==> config.mk <==
export PLATFORM = sky130hd
export DESIGN_NAME = sequencer
export DESIGN_NICKNAME = d
export VERILOG_FILES = /design/src/rtl/sequencer.sv
export SDC_FILE = /design/constraint.sdc
export NUM_CORES = 1
export LEC_CHECK = 0
export ABC_CLOCK_PERIOD_IN_PS = 5700
export BUFFER_PORTS_ARGS = -buffer_cell sky130_fd_sc_hd__buf_2
export CAP_MARGIN = 10
export CELL_PAD_IN_SITES_DETAIL_PLACEMENT = 0
export CELL_PAD_IN_SITES_GLOBAL_PLACEMENT = 1
export CORE_MARGIN = 2
export CORE_UTILIZATION = 40
export CTS_CLUSTER_DIAMETER = 40
export CTS_CLUSTER_SIZE = 40
export DETAILED_ROUTE_END_ITERATION = 6
export HOLD_SLACK_MARGIN = 0.1
export PLACE_DENSITY_LB_ADDON = 0.05
export SYNTH_ARGS = -nofsm -noshare
export SYNTH_HDL_FRONTEND = slang
export SYNTH_SLANG_ARGS = --single-unit
==> constraint.sdc <==
create_clock -name sequencer_clk -period 5.7 [get_ports sequencer_clk]
set_clock_uncertainty 0.15 [all_clocks]
set_input_delay 0.57 -clock sequencer_clk [delete_from_list [all_inputs] [get_ports sequencer_clk]]
set_output_delay 0.57 -clock sequencer_clk [all_outputs]
set_load 0.02 [all_outputs]
==> src/rtl/sequencer.sv <==
// sequencer: multi-cycle control sequencer for the cpu datapath.
// Accepts one RV64I instruction at a time over a valid/ready handshake,
// decodes it and steps it through decode, execute, an optional load-data
// wait and writeback. It drives the datapath controls: register-file
// addresses and write strobe, immediate, operand/writeback/extension mux
// selects and the ALU operation. It then reports completion.
//
// Optional feature macro: SEQUENCER_TIMEOUT_EN
//   When defined, the load-data wait is bounded to TIMEOUT_CYCLES cycles
//   and a one-cycle sequencer_timeout pulse is raised on expiry.
//   When undefined, the wait is unbounded and sequencer_timeout is 0.
//
// Ports:
//   sequencer_clk / sequencer_rst_n     clock (rising edge), async active-low reset
//   sequencer_instr[31:0]               instruction word
//   sequencer_instr_valid / _ready      instruction handshake
//   sequencer_mem_req / sequencer_mem_ack   load data request / data available
//   sequencer_rf_addr_a/_b/_write_addr  rs1 / rs2 / rd
//   sequencer_rf_write_en               register-file write strobe
//   sequencer_immediate[11:0]           instr[31:20]
//   sequencer_mux_0_sel                 ALU operand B: 0 rf port B, 1 immediate
//   sequencer_mux_1_sel                 writeback source: 0 ALU, 1 memory
//   sequencer_mux_2_sel                 immediate extension: 0 sign, 1 zero
//   sequencer_alu_operation[2:0]        ADD SUB AND OR XOR SLL SRL SLT (000..111)
//   sequencer_done / _illegal / _timeout    one-cycle status pulses
//   sequencer_retired[COUNT_WIDTH-1:0]  completed-instruction count (wraps)
//
// state        | meaning
// -------------+------------------------------------------------------
// ST_IDLE      | ready for a new instruction
// ST_DECODE    | latched instruction checked for legality and decoded
// ST_EXECUTE   | controls driven, ALU evaluates
// ST_MEM       | load data requested, waiting for mem_ack
// ST_WRITEBACK | write strobe (unless rd=0), done pulse, count retired
module sequencer #(
   parameter int COUNT_WIDTH    = 16,
   parameter int TIMEOUT_CYCLES = 255
) (
   input  logic                   sequencer_clk,
   input  logic                   sequencer_rst_n,
   input  logic [31:0]            sequencer_instr,
   input  logic                   sequencer_instr_valid,
   output logic                   sequencer_instr_ready,
   output logic                   sequencer_mem_req,
   input  logic                   sequencer_mem_ack,
   output logic [4:0]             sequencer_rf_addr_a,
   output logic [4:0]             sequencer_rf_addr_b,
   output logic [4:0]             sequencer_rf_write_addr,
   output logic                   sequencer_rf_write_en,
   output logic [11:0]            sequencer_immediate,
   output logic                   sequencer_mux_0_sel,
   output logic                   sequencer_mux_1_sel,
   output logic                   sequencer_mux_2_sel,
   output logic [2:0]             sequencer_alu_operation,
   output logic                   sequencer_done,
   output logic                   sequencer_illegal,
   output logic                   sequencer_timeout,
   output logic [COUNT_WIDTH-1:0] sequencer_retired
);

   typedef enum logic [2:0] {
      ST_IDLE,
      ST_DECODE,
      ST_EXECUTE,
      ST_MEM,
      ST_WRITEBACK
   } state_t;

   localparam logic [6:0] OPC_OP     = 7'b0110011;
   localparam logic [6:0] OPC_OP_IMM = 7'b0010011;
   localparam logic [6:0] OPC_LOAD   = 7'b0000011;

   localparam logic [2:0] ALU_ADD = 3'b000;
   localparam logic [2:0] ALU_SUB = 3'b001;
   localparam logic [2:0] ALU_AND = 3'b010;
   localparam logic [2:0] ALU_OR  = 3'b011;
   localparam logic [2:0] ALU_XOR = 3'b100;
   localparam logic [2:0] ALU_SLL = 3'b101;
   localparam logic [2:0] ALU_SRL = 3'b110;
   localparam logic [2:0] ALU_SLT = 3'b111;

   state_t      state;
   logic [31:0] instr_q;

   logic [6:0] opcode;
   logic [2:0] funct3;
   logic [6:0] funct7;
   logic       dec_legal;
   logic       dec_imm;
   logic       dec_load;
   logic       dec_zext;
   logic [2:0] dec_alu;
   logic       wb_enter;
   logic       tmo_expire;

   assign opcode = instr_q[6:0];
   assign funct3 = instr_q[14:12];
   assign funct7 = instr_q[31:25];

   // Ready is a decode of the state register, forced low while reset is held.
   assign sequencer_instr_ready = sequencer_rst_n && (state == ST_IDLE);

   always_comb begin
      dec_legal = 1'b0;
      dec_imm   = 1'b0;
      dec_load  = 1'b0;
      dec_zext  = 1'b0;
      dec_alu   = ALU_ADD;
      case (opcode)
         OPC_OP: begin
            if (funct7 == 7'b0000000) begin
               dec_legal = 1'b1;
               case (funct3)
                  3'b000:  dec_alu = ALU_ADD;
                  3'b001:  dec_alu = ALU_SLL;
                  3'b010:  dec_alu = ALU_SLT;
                  3'b100:  dec_alu = ALU_XOR;
                  3'b101:  dec_alu = ALU_SRL;
                  3'b110:  dec_alu = ALU_OR;
                  3'b111:  dec_alu = ALU_AND;
                  default: dec_legal = 1'b0;
               endcase
            end else if ((funct7 == 7'b0100000) && (funct3 == 3'b000)) begin
               dec_legal = 1'b1;
               dec_alu   = ALU_SUB;
            end
         end
         OPC_OP_IMM: begin
            dec_imm   = 1'b1;
            dec_legal = 1'b1;
            case (funct3)
               3'b000:  dec_alu = ALU_ADD;
               3'b010:  dec_alu = ALU_SLT;
               3'b100:  dec_alu = ALU_XOR;
               3'b110:  dec_alu = ALU_OR;
               3'b111:  dec_alu = ALU_AND;
               // Shift amount is 6 bits on RV64; anything above it (SRAI) is rejected.
               3'b001: begin
                  dec_alu   = ALU_SLL;
                  dec_zext  = 1'b1;
                  dec_legal = (instr_q[31:26] == 6'd0);
               end
               3'b101: begin
                  dec_alu   = ALU_SRL;
                  dec_zext  = 1'b1;
                  dec_legal = (instr_q[31:26] == 6'd0);
               end
               default: dec_legal = 1'b0;
            endcase
         end
         OPC_LOAD: begin
            dec_imm   = 1'b1;
            dec_load  = 1'b1;
            dec_legal = (funct3 == 3'b011);
         end
         default: dec_legal = 1'b0;
      endcase
   end

   // mux_1_sel is only set for loads, so it doubles as the "is load" flag.
   assign wb_enter = ((state == ST_EXECUTE) && !sequencer_mux_1_sel) ||
                     ((state == ST_MEM) && sequencer_mem_ack);

`ifdef SEQUENCER_TIMEOUT_EN
   localparam int TMR_W = $clog2(TIMEOUT_CYCLES + 1);

   logic [TMR_W-1:0] tmo_cnt;
   logic             timeout_q;

   // Down-counter reaches terminal count on the last allowed ack-low cycle.
   assign tmo_expire        = (state == ST_MEM) && !sequencer_mem_ack && (tmo_cnt == '0);
   assign sequencer_timeout = timeout_q;
`else
   assign tmo_expire        = 1'b0;
   assign sequencer_timeout = 1'b0;
`endif

   always_ff @(posedge sequencer_clk or negedge sequencer_rst_n) begin
      if (!sequencer_rst_n) begin
         state                   <= ST_IDLE;
         instr_q                 <= '0;
         sequencer_mem_req       <= 1'b0;
         sequencer_rf_addr_a     <= '0;
         sequencer_rf_addr_b     <= '0;
         sequencer_rf_write_addr <= '0;
         sequencer_rf_write_en   <= 1'b0;
         sequencer_immediate     <= '0;
         sequencer_mux_0_sel     <= 1'b0;
         sequencer_mux_1_sel     <= 1'b0;
         sequencer_mux_2_sel     <= 1'b0;
         sequencer_alu_operation <= '0;
         sequencer_done          <= 1'b0;
         sequencer_illegal       <= 1'b0;
         sequencer_retired       <= '0;
`ifdef SEQUENCER_TIMEOUT_EN
         tmo_cnt                 <= '0;
         timeout_q               <= 1'b0;
`endif
      end else begin
         sequencer_rf_write_en <= 1'b0;
         sequencer_done        <= 1'b0;
         sequencer_illegal     <= 1'b0;
`ifdef SEQUENCER_TIMEOUT_EN
         timeout_q             <= 1'b0;
`endif

         if (wb_enter) begin
            sequencer_rf_write_en <= (sequencer_rf_write_addr != 5'd0);
            sequencer_done        <= 1'b1;
            sequencer_retired     <= sequencer_retired + COUNT_WIDTH'(1);
         end

         // Controls return to zero whenever an instruction leaves the datapath.
         if ((state == ST_WRITEBACK) || tmo_expire) begin
            sequencer_mem_req       <= 1'b0;
            sequencer_rf_addr_a     <= '0;
            sequencer_rf_addr_b     <= '0;
            sequencer_rf_write_addr <= '0;
            sequencer_immediate     <= '0;
            sequencer_mux_0_sel     <= 1'b0;
            sequencer_mux_1_sel     <= 1'b0;
            sequencer_mux_2_sel     <= 1'b0;
            sequencer_alu_operation <= '0;
         end

         case (state)
            ST_IDLE: begin
               if (sequencer_instr_valid) begin
                  instr_q <= sequencer_instr;
                  state   <= ST_DECODE;
               end
            end
            ST_DECODE: begin
               if (!dec_legal) begin
                  sequencer_illegal <= 1'b1;
                  state             <= ST_IDLE;
               end else begin
                  sequencer_rf_addr_a     <= instr_q[19:15];
                  sequencer_rf_addr_b     <= dec_imm ? 5'd0 : instr_q[24:20];
                  sequencer_rf_write_addr <= instr_q[11:7];
                  sequencer_immediate     <= instr_q[31:20];
                  sequencer_mux_0_sel     <= dec_imm;
                  sequencer_mux_1_sel     <= dec_load;
                  sequencer_mux_2_sel     <= dec_zext;
                  sequencer_alu_operation <= dec_alu;
                  state                   <= ST_EXECUTE;
               end
            end
            ST_EXECUTE: begin
               if (sequencer_mux_1_sel) begin
                  sequencer_mem_req <= 1'b1;
`ifdef SEQUENCER_TIMEOUT_EN
                  tmo_cnt           <= TMR_W'(TIMEOUT_CYCLES - 1);
`endif
                  state             <= ST_MEM;
               end else begin
                  state <= ST_WRITEBACK;
               end
            end
            ST_MEM: begin
               if (sequencer_mem_ack) begin
                  sequencer_mem_req <= 1'b0;
                  state             <= ST_WRITEBACK;
               end
`ifdef SEQUENCER_TIMEOUT_EN
               else if (tmo_expire) begin
                  timeout_q <= 1'b1;
                  state     <= ST_IDLE;
               end else begin
                  tmo_cnt <= tmo_cnt - TMR_W'(1);
               end
`endif
            end
            ST_WRITEBACK: begin
               state <= ST_IDLE;
            end
            default: begin
               state <= ST_IDLE;
            end
         endcase
      end
   end

endmodule

==> out/results.ini <==
[sta]
hold_viol=0
min_period_ns=2.670
slew-limit-headroom=0.5254
rsz0062_at_grt=false
fmax_ghz=0.3746
setup_tns_ns=0
tightest_slew_ns=0.7064
finalMaxSlewViolations=0
post-route-period-util=0.4683
setup_viol=0

[clocking]
cts.sinks=88
cts_tree=yes
clockBufferDepth=2
clk_pin_slew_worst_paths_ns=0.09
insertion_delay_ns=0.35
htreeDepth=3
cts-root-buf=clkbuf_8
cts_made_buffers=9
cts_resized=0

[detailed_routing]
ant_nets=0
drtIter0Drc=76
dr.pass1.iters=4
dr_wl_met3_um=377
vias=2669
drc=0
wirelength_um=7911
top_layer=met4
vias_per_cell=4.741
wl_per_cell_um=14.05
wl_met1_um=3614
dr_wl_met2_um=3856

[grt]
grt_pass1_wl_um=13050
antenna_found_initial=0
grt_max_degree=53
grt_usage=0.1608
overflow=0
grt_pass1_vias=2626

[placement]
gp_congestion=0.7788
portBuffers=89
dp_hpwl_um=5477
dp.cells=546

[synthesis]
synth_nets=373
synthArstFlopShare=1.000
postSynthCellCount=336
synth_area_um2=3897
synth_seq_cells=88
synth-edff-count=0
post_synth.cell_area_avg_um2=11.60
synth-xor-area-share=0.03820
ys_types=45
synth_ff_type=dfrtp_1
yosysWarnings=0
synth-compound-area-share=0.03307
synth_seq_area_share=0.5650
synth_top_family_by_area=multiplexers
synth_fa_ha_area_frac=0.003210
synthMuxAreaShare=0.1801
yosys.area_share.simple=0.1332

[power]
ir_worst_vdd_mv=0.1711
pwr-share-clk=0.316
pwr-share-comb=0.164
power_switching_w=0.0004189
p_leak_nw=2.560
pwr-share-seq=0.520
switching_share=0.2855
p_per_area_nw_per_um2=313.2
p_int_w=0.001048

[critical_path]
path_depth=6
critPathTopFamily=simple AND/OR/NAND/NOR gates
cp.required_ns=5.76
reg2reg_slack_ns=3.03
reg2reg_depth=6
worstReg2RegEnd=sequencer_immediate[4]
crit_end=sequencer_immediate[4]
r2r_start=instr_q[26]
worstPathMaxFanout=33
critPathMostFrequentCell=or4_4
cp-startpoint=instr_q[26]
cp_num_buf_inv=1
slowest_delay_ns=0.56
start_kind=register
worst_setup_path_end_kind=register
worstSetupPathType=reg2reg
crit_chain=or4_4 > or4_4 > a211oi_2 > a21oi_4 > buf_4 > mux2i_1
arrival_ns=2.73
cp_slowest_cell=or4_4

[floorplan]
coreArea_um2=9594
fp.dieH_um=102.7
start_util=0.4062
ios=91
num_rows=36
dieWidth_um=102.7
dieArea_um2=10550

[layout]
synthToLayoutAreaGrowth_pct=20.22
insertedDiodeCount=0
instances_no_fill=563
finish.net_count=462
final_cell_mix=buf_2 (88), dfrtp_1 (88), nand2_1 (55)
drive_above_1_share=0.2628

[flow_run]
max_cap_viol_count=0

[worst_hold_path]
hold_class=in2reg

[outcome]
status=finished clean

flip-flops by register name, indices dropped and copies added (netlist names), 3 cells and up:
register                 cells
sequencer_rf_write_addr      5
state                        3
sequencer_rf_addr_a          5
sequencer_immediate         12
instr_q                     32
sequencer_alu_operation      3
sequencer_retired           16
sequencer_rf_addr_b          5
layout make-up:
| type | count | area, um2 |
|---|---|---|
| well taps | 133 | 166.4 |
| flip-flops and latches | 88 | 2202 |
| clock inverters | 5 | 81.33 |
| fillers | 912 | 4908 |
| multi-input cells | 207 | 1523 |
| repair buffers | 94 | 488.0 |
| inverters | 25 | 93.84 |
| clock buffers | 11 | 131.4 |
power by group through the flow:
stage                     Combinational (W)  Sequential (W)  Clock (W)
after detailed placement           0.000246        0.000777          0
after global placement             0.000241        0.000775          0
after floorplan                    0.000120        0.000800          0
after CTS                          0.000247        0.000764   0.000482
after global routing               0.000271        0.000776   0.000509
final                              0.000240        0.000763   0.000464
how the worst min path moves through the flow:
stage / start / cells after the start / slack, ns / to
3_3_place_gp: sequencer_retired[15] / 1 / 0.31 / sequencer_retired[15]
4_1_cts: sequencer_instr[31] / 2 / 0.26 / instr_q[31]
5_1_grt: sequencer_instr[20] / 2 / 0.26 / instr_q[20]
2_1_floorplan: sequencer_rst_n / 0 / 0.12 / instr_q[0]
6_report: sequencer_instr[31] / 2 / 0.27 / instr_q[31]
3_5_place_dp: sequencer_retired[15] / 1 / 0.32 / sequencer_retired[15]
metal layers:
layer / up-vias / GRT usage
met4: 0 / 0.04308
li1: 1309 / -
met1: 1299 / 0.2143
met2: 55 / 0.2589
met3: 6 / 0.04610
met5: - / 0
cells in the mapped netlist (all sizes together) (3+ instances only):
cell type,number,share of area
mux2,33,0.095
nand4,3,0.0048
nand2b,3,0.0048
inv,25,0.024
buf,7,0.013
clkbuf,9,0.0087
nor2,6,0.0058
nand2,55,0.053
dfrtp,88,0.57
nor3,6,0.0077
o21ai,4,0.0051
a21oi,5,0.0074
nor4,6,0.011
and2,3,0.0048
mux2i,33,0.085
xnor2,9,0.020
nor2b,3,0.0048
xor2,8,0.018
or4,5,0.012
nand3,5,0.0064
kinds of logic (layout without fill, tap and decap cells):
group	Yosys count	in the layout
simple gates	104	104
compound gates	18	18
fa+ha+maj	1	1
flops	88	88
other cells	1	1
buf+inv	41	135
xor+xnor	17	17
mux	66	66
through the flow:
| stage | cell area, um2 | total power (W) | worst slack (ns) | utilization | hold slack (ns) |
|---|---|---|---|---|---|
| finish | 4686 | 0.001467 | 3.030 | 0.4884 | 0.2732 |
| global route | 4686 | 0.001556 | 2.910 | 0.4884 | 0.2552 |
| CTS | 4686 | 0.001493 | 3.015 | 0.4884 | 0.2569 |
| detailed placement | 4463 | 0.001022 | 3.043 | 0.4652 | 0.3166 |
| global placement | 4463 | 0.001016 | 3.093 | 0.4652 | 0.3059 |
| floorplan | 3897 | 0.0009199 | 3.342 | - | 0.1244 |
what timing repair did:
action                                 CTS  global route
hold buffers                             1             0
endpoints found under the hold margin   36             0
setup buffers                            0             0
Note: power is estimated with default switching activity, not from simulation.
